## config.mk

```make
export PLATFORM = sky130hd
export DESIGN_NAME = booth_mul_r4_flat
export DESIGN_NICKNAME = d
export VERILOG_FILES = /design/src/rtl/booth_mul_r4_if.sv /design/src/rtl/booth_mul_r4.sv /design/src/flat_wrapper.sv
export SDC_FILE = /design/constraint.sdc
export NUM_CORES = 1
export LEC_CHECK = 0
export ABC_AREA = 1
export BUFFER_PORTS_ARGS = -buffer_cell sky130_fd_sc_hd__buf_4
export CORE_MARGIN = 4
export CORE_UTILIZATION = 50
export CTS_CLUSTER_DIAMETER = 120
export DETAILED_ROUTE_END_ITERATION = 10
export GPL_ROUTABILITY_DRIVEN = 0
export PLACE_DENSITY_LB_ADDON = 0.25
export SYNTH_ARGS = -nofsm -noshare
export SYNTH_HDL_FRONTEND = slang
export SYNTH_SLANG_ARGS = --single-unit
```

## constraint.sdc

```tcl
create_clock -name CLK -period 2.7 [get_ports CLK]
set_input_delay 0.27 -clock CLK [delete_from_list [all_inputs] [get_ports CLK]]
set_output_delay 0.27 -clock CLK [all_outputs]
set_load 0.02 [all_outputs]
```

## src/rtl/booth_mul_r4_if.sv

```systemverilog
// Request/response bundle between the FPU multiply controller (master)
// and the radix-4 Booth mantissa multiplier (slave).
interface booth_mul_r4_if #(
  parameter int WIDTH = 24
);
  logic [WIDTH-1:0]   Multi_datain1;
  logic [WIDTH-1:0]   Multi_datain2;
  logic               Multi_valid;
  logic [2*WIDTH-1:0] Multi_dataout;
  logic               Multi_ack;
  logic [2:0]         Multi_Exc;

  modport master (
    output Multi_datain1, Multi_datain2, Multi_valid,
    input  Multi_dataout, Multi_ack, Multi_Exc
  );

  modport slave (
    input  Multi_datain1, Multi_datain2, Multi_valid,
    output Multi_dataout, Multi_ack, Multi_Exc
  );
endinterface

```

## src/rtl/booth_mul_r4.sv

```systemverilog
// Sequential radix-4 Booth mantissa multiplier, one Booth digit per clock.
// Optional BOOTH_MUL_EARLY_ZERO_EN: a zero operand skips CALC and acks next cycle.
//
// state   | meaning
// IDLE    | waiting for Multi_valid, captures operands
// CALC    | applying one Booth digit per clock, checking operands stay put
// DONE    | one-cycle Multi_ack with product and exception code valid
// RELEASE | waiting for Multi_valid to drop before accepting a new request
module booth_mul_r4 #(
  parameter int WIDTH = 24
) (
  input  logic          CLK,
  input  logic          RSTn,
  booth_mul_r4_if.slave mul
);

  localparam int OPW  = WIDTH + 2;
  localparam int PW   = WIDTH + 4;
  localparam int ITER = (WIDTH + 2) / 2;
  localparam int CW   = $clog2(ITER);

  localparam logic [CW-1:0] CNT_LAST = CW'(ITER - 1);
  localparam logic [2:0]    EXC_OK   = 3'b000;
  localparam logic [2:0]    EXC_PROT = 3'b110;

  localparam logic [1:0] S_IDLE    = 2'd0;
  localparam logic [1:0] S_CALC    = 2'd1;
  localparam logic [1:0] S_DONE    = 2'd2;
  localparam logic [1:0] S_RELEASE = 2'd3;

  logic [1:0]         state_q, state_d;
  logic [WIDTH-1:0]   a_q, a_d;
  logic [WIDTH-1:0]   bcap_q, bcap_d;
  logic [OPW-1:0]     b_q, b_d;
  logic [PW-1:0]      p_q, p_d;
  logic               qm1_q, qm1_d;
  logic [CW-1:0]      cnt_q, cnt_d;
  logic [2*WIDTH-1:0] dout_q, dout_d;
  logic               ack_q, ack_d;
  logic [2:0]         exc_q, exc_d;

  logic [PW-1:0]  a_ext, a_dbl, mult, sum, p_step;
  logic [OPW-1:0] b_step;
  logic           op_bad;

  // Booth digit selection, accumulate into the upper bits, then shift {P,B,q} right by 2
  always_comb begin
    a_ext = {4'b0000, a_q};
    a_dbl = {a_ext[PW-2:0], 1'b0};
    case ({b_q[1:0], qm1_q})
      3'b001, 3'b010: mult = a_ext;
      3'b011:         mult = a_dbl;
      3'b100:         mult = -a_dbl;
      3'b101, 3'b110: mult = -a_ext;
      default:        mult = '0;
    endcase
    sum    = p_q + mult;
    p_step = {{2{sum[PW-1]}}, sum[PW-1:2]};
    b_step = {sum[1:0], b_q[OPW-1:2]};
  end

  assign op_bad = !mul.Multi_valid
                  || (mul.Multi_datain1 != a_q)
                  || (mul.Multi_datain2 != bcap_q);

  always_comb begin
    state_d = state_q;
    a_d     = a_q;
    bcap_d  = bcap_q;
    b_d     = b_q;
    p_d     = p_q;
    qm1_d   = qm1_q;
    cnt_d   = cnt_q;
    dout_d  = dout_q;
    ack_d   = 1'b0;
    exc_d   = exc_q;
    case (state_q)
      S_IDLE: begin
        if (mul.Multi_valid) begin
          a_d     = mul.Multi_datain1;
          bcap_d  = mul.Multi_datain2;
          b_d     = {2'b00, mul.Multi_datain2};
          p_d     = '0;
          qm1_d   = 1'b0;
          cnt_d   = '0;
          exc_d   = EXC_OK;
          state_d = S_CALC;
`ifdef BOOTH_MUL_EARLY_ZERO_EN
          if ((mul.Multi_datain1 == '0) || (mul.Multi_datain2 == '0)) begin
            dout_d  = '0;
            ack_d   = 1'b1;
            state_d = S_DONE;
          end
`endif
        end
      end
      S_CALC: begin
        p_d   = p_step;
        b_d   = b_step;
        qm1_d = b_q[1];
        cnt_d = cnt_q + CW'(1);
        if (op_bad) begin
          exc_d = EXC_PROT;
        end
        if (cnt_q == CNT_LAST) begin
          dout_d  = {p_step[WIDTH-3:0], b_step};
          ack_d   = 1'b1;
          state_d = S_DONE;
        end
      end
      S_DONE: begin
        state_d = S_RELEASE;
      end
      S_RELEASE: begin
        if (!mul.Multi_valid) begin
          state_d = S_IDLE;
        end
      end
      default: begin
        state_d = S_IDLE;
      end
    endcase
  end

  always_ff @(posedge CLK or negedge RSTn) begin
    if (!RSTn) begin
      state_q <= S_IDLE;
      a_q     <= '0;
      bcap_q  <= '0;
      b_q     <= '0;
      p_q     <= '0;
      qm1_q   <= 1'b0;
      cnt_q   <= '0;
      dout_q  <= '0;
      ack_q   <= 1'b0;
      exc_q   <= EXC_OK;
    end else begin
      state_q <= state_d;
      a_q     <= a_d;
      bcap_q  <= bcap_d;
      b_q     <= b_d;
      p_q     <= p_d;
      qm1_q   <= qm1_d;
      cnt_q   <= cnt_d;
      dout_q  <= dout_d;
      ack_q   <= ack_d;
      exc_q   <= exc_d;
    end
  end

  assign mul.Multi_dataout = dout_q;
  assign mul.Multi_ack     = ack_q;
  assign mul.Multi_Exc     = exc_q;

endmodule
```

## src/flat_wrapper.sv

```systemverilog
// flat-port wrapper written by rule: the top's interface ports become plain ports
module booth_mul_r4_flat 
#(
  parameter int WIDTH = 24
)
  (CLK, RSTn, mul_Multi_datain1, mul_Multi_datain2, mul_Multi_valid, mul_Multi_dataout, mul_Multi_ack, mul_Multi_Exc);
  booth_mul_r4_if #(.WIDTH(WIDTH)) mul_i ();
  input  logic CLK;
  input  logic RSTn;
  input wire logic [$bits(mul_i.Multi_datain1)-1:0] mul_Multi_datain1;
  input wire logic [$bits(mul_i.Multi_datain2)-1:0] mul_Multi_datain2;
  input wire logic [$bits(mul_i.Multi_valid)-1:0] mul_Multi_valid;
  output wire logic [$bits(mul_i.Multi_dataout)-1:0] mul_Multi_dataout;
  output wire logic [$bits(mul_i.Multi_ack)-1:0] mul_Multi_ack;
  output wire logic [$bits(mul_i.Multi_Exc)-1:0] mul_Multi_Exc;
  assign mul_i.Multi_datain1 = mul_Multi_datain1;
  assign mul_i.Multi_datain2 = mul_Multi_datain2;
  assign mul_i.Multi_valid = mul_Multi_valid;
  assign mul_Multi_dataout = mul_i.Multi_dataout;
  assign mul_Multi_ack = mul_i.Multi_ack;
  assign mul_Multi_Exc = mul_i.Multi_Exc;
  booth_mul_r4 #(.WIDTH(WIDTH)) u_core (.CLK(CLK), .RSTn(RSTn), .mul(mul_i));
endmodule
```

==> metrics.md <==
| Metric | Value |
|---|---|
| Final setup violation count | `36` |
| Post-Syn Area | `9681 um^2` |
| Pre-Repair DR Iteration Count | `8` |
| Yosys Warn Count | `0` |
| Initial core utilization | `51.24%` |
| Share of the yosys chip area belonging to registers | `between 40 and 50%` |
| Sink Count | `157` |
| Chip Height | `roughly 150 um` |
| # DRC | `0` |
| Syn Area/Cell | `7.192 um^2` |
| Crit path time final | `3.159 ns` |
| Number of CTS-inserted buffers | `17` |
| Worst r2r src | `u_core.a_q[1]` |
| Synthesized instance count | `1346` |
| VDD IR max | `0.7074 mV` |
| CTS tree | `done` |
| Max-slew violations | `0` |
| Ys async rst share | `100.0%` |
| Yosys top cell area share | `about two fifths` |
| Layout area overhead | `38.27%` |
| Vias in the first global route | `9506` |
| Hold path start | `mul_Multi_datain2[12]` |
| H-tree depth | `4` |
| Synth area leaders | `dfrtp_1, nand2_1, o21ai_0` |
| DP Cell Count | `1784` |
| # diodes | `0` |
| Post-synth top cells | `nand2_1, dfrtp_1, o21ai_0` |
| CTS max path bufs | `2` |
| First-pass GRT wire length | `48230 um` |
| Setup TNS | `-10.89 ns` |
| Port bufs | `101` |
| Biggest area consumer among synthesized cells | `dfrtp_1` |
| Final Non-Filler Cells | `1839` |
| Critical path endpoint category | `flip-flop` |
| Leakage | `6.646 nW` |
| Final WS setup | `-0.4594 ns` |
| Top-count cell post-synth | `nand2_1` |
| Via/cell ratio | `around 5.7` |
| Final worst-path cycle share | `117.0%` |
| Layout cells sized above 1 | `between 30% and 40%` |
| Initial antenna violation count | `0` |
| CP startpoint kind | `flip-flop` |
| Clock latency reported for the late side of the worst-skew pair | `about 0.45 ns` |
| Slew headroom | `36.25%` |
| Synth Register Bits | `157` |
| Routed wire length | `33030 um` |
| Root buf cell | `clkbuf_16` |
| Hold slack final | `0.05243 ns` |
| Slew of the pin with the lowest slew margin | `0.9563 ns` |
| Net Count, Synth | `1432` |
| Hold Violations, Final | `0` |
| Starting DRT DRC Count | `1162` |
| Library cells used by synthesis | `45` |
| Unrepaired setup endpoints after global routing | `yes` |
| Max-cap viol count | `0` |
| Worst-path fanout max | `5` |
| Final antenna-violating net count | `0` |
| GR Overflow Total | `0` |
| Total Die Area | `21650 um^2` |
| Row Count | `50` |
| PD cells | `1536 nW/um^2` |
| Largest net degree at the start of global routing | `68` |
| Core footprint | `about 19000 um^2` |
| Wire per inst | `17.96 um` |
| Violated checks | `negative setup slack` |
| Setup CP Type | `reg -> reg` |
| All-layer global routing usage | `approximately 28%` |
| Hold WC Path Type | `in -> reg` |
| Final Power | `0.02056 W` |
| Most used DFF post-synth | `dfrtp_1` |
| CP arrival | `3.50 ns` |
| Layout Skew | `0.01905 ns` |
| Clock-pin slew on the worst setup and hold paths | `0.08 ns` |
| DP Wirelength | `~21000 um` |
| Number of synthesized flops with an enable pin | `0` |
| Die width | `between 100 and 150 um` |
| # IOs | `between 100 and 150` |
| CP Launch Point | `u_core.a_q[1]` |
| Status | `finished with violations` |
| WP data required | `a little over 3 ns` |
| Fmax achieved | `316.5 MHz` |
| Vias post-DR | `10490` |
| Layout net count | `1653` |
-- metal layers --
metal	part of all wire (%)	global-route usage (%)
met4	5.3	10.25
met3	8.5	4.596
met5	0	0
met2	46	44.86
met1	40	37.26
-- cells in the final DEF, fill, tap and decap left out, types with 21 or more instances in the layout --
cell and n:
inv_1 134, buf_4 228, nor2_1 64, nand2_2 50, nand2_1 380, nand3_1 61
dfrtp_1 157, inv_2 21, o21ai_0 137, o211ai_1 25
-- cell type report --
| cell class | instances | area (um^2) |
|---|---|---|
| tap | 260 | 325.3 |
| timing repair buffer | 248 | 1962 |
| clock inverter | 14 | 171.4 |
| clock buffer | 17 | 425.4 |
| inverter | 156 | 585.6 |
| fill | 1458 | 5508 |
| multi-input combinational | 987 | 5987 |
| sequential | 157 | 3929 |
-- flip-flops by register name (all words and copies together) (netlist names), 2 cells and up --
signal	cells
u_core.bcap_q	24
u_core.mul.Multi_dataout	48
u_core.a_q	24
u_core.state_q	2
u_core.cnt_q	4
u_core.p_q	26
u_core.b_q	26
-- metrics by stage --
| stage | setup WS (ns) | utilization [%] | instance area, um^2 |
|---|---|---|---|
| floorplan | 0.001461 | - | 9734 |
| global placement | -0.2608 | 61.34 | 11590 |
| detailed placement | -0.2962 | 61.34 | 11590 |
| CTS | -0.2145 | 67.56 | 12760 |
| global route | -0.5754 | 70.85 | 13390 |
| finish | -0.4594 | 70.85 | 13390 |
-- kinds of logic after synthesis --
| kind of cell | after synthesis | synth area share [%] |
|---|---|---|
| other | 1 | 0.03874 |
| and+or+nand+nor | 660 | 28.80 |
| xor gates and xnor gates | 38 | 3.438 |
| AOI/OAI and AO/OA | 253 | 14.37 |
| buffers and inverters | 202 | 8.168 |
| DFF | 157 | 40.58 |
| adders and majority gates | 35 | 4.601 |
-- power by group --
part	internal, W	switching [W]	total, W
sequential	0.00326	0.000663	0.00392
combinational	0.00595	0.00816	0.0141
clock	0.00140	0.00113	0.00252
-- path summary, 6_finish.rpt --
check / depth (start not counted) / to / slack [ns]
setup / recovery: 20 / u_core.p_q[22] / -0.46
hold / removal: 3 / u_core.bcap_q[12] / 0.05
setup reg to reg: 20 / u_core.p_q[22] / -0.46
hold reg to reg: 2 / u_core.mul.Multi_dataout[39] / 0.48
max in group asynchronous: 3 / u_core.a_q[8] / 1.54
min in group asynchronous: 2 / u_core.mul.Multi_dataout[22] / 0.34
-- worst max-delay path, cell delays in order, from the launching register on --
cell	delay (ns)
dfrtp_1	0.40
inv_2	0.09
ha_4	0.14
nand3_4	0.08
nor2_4	0.18
nand2_4	0.09
nor2_4	0.15
nor2_2	0.07
nand2_1	0.06
o2111ai_1	0.14
ha_1	0.40
buf_4	0.14
nand2_2	0.11
nor2_2	0.32
nand2_1	0.14
nor2_1	0.16
nand2_1	0.10
nand3_1	0.11
nand2_1	0.07
nand2_1	0.07
o21ai_1	0.07
-- repair_timing --
item	CTS	global route
pin swaps	50	70
hold buffers	1	0
resized for setup	111	142
setup buffers	13	10
endpoints found under the setup margin	40	46
hold endpoints to repair	48	0
Note: power is estimated with default switching activity, not from simulation.
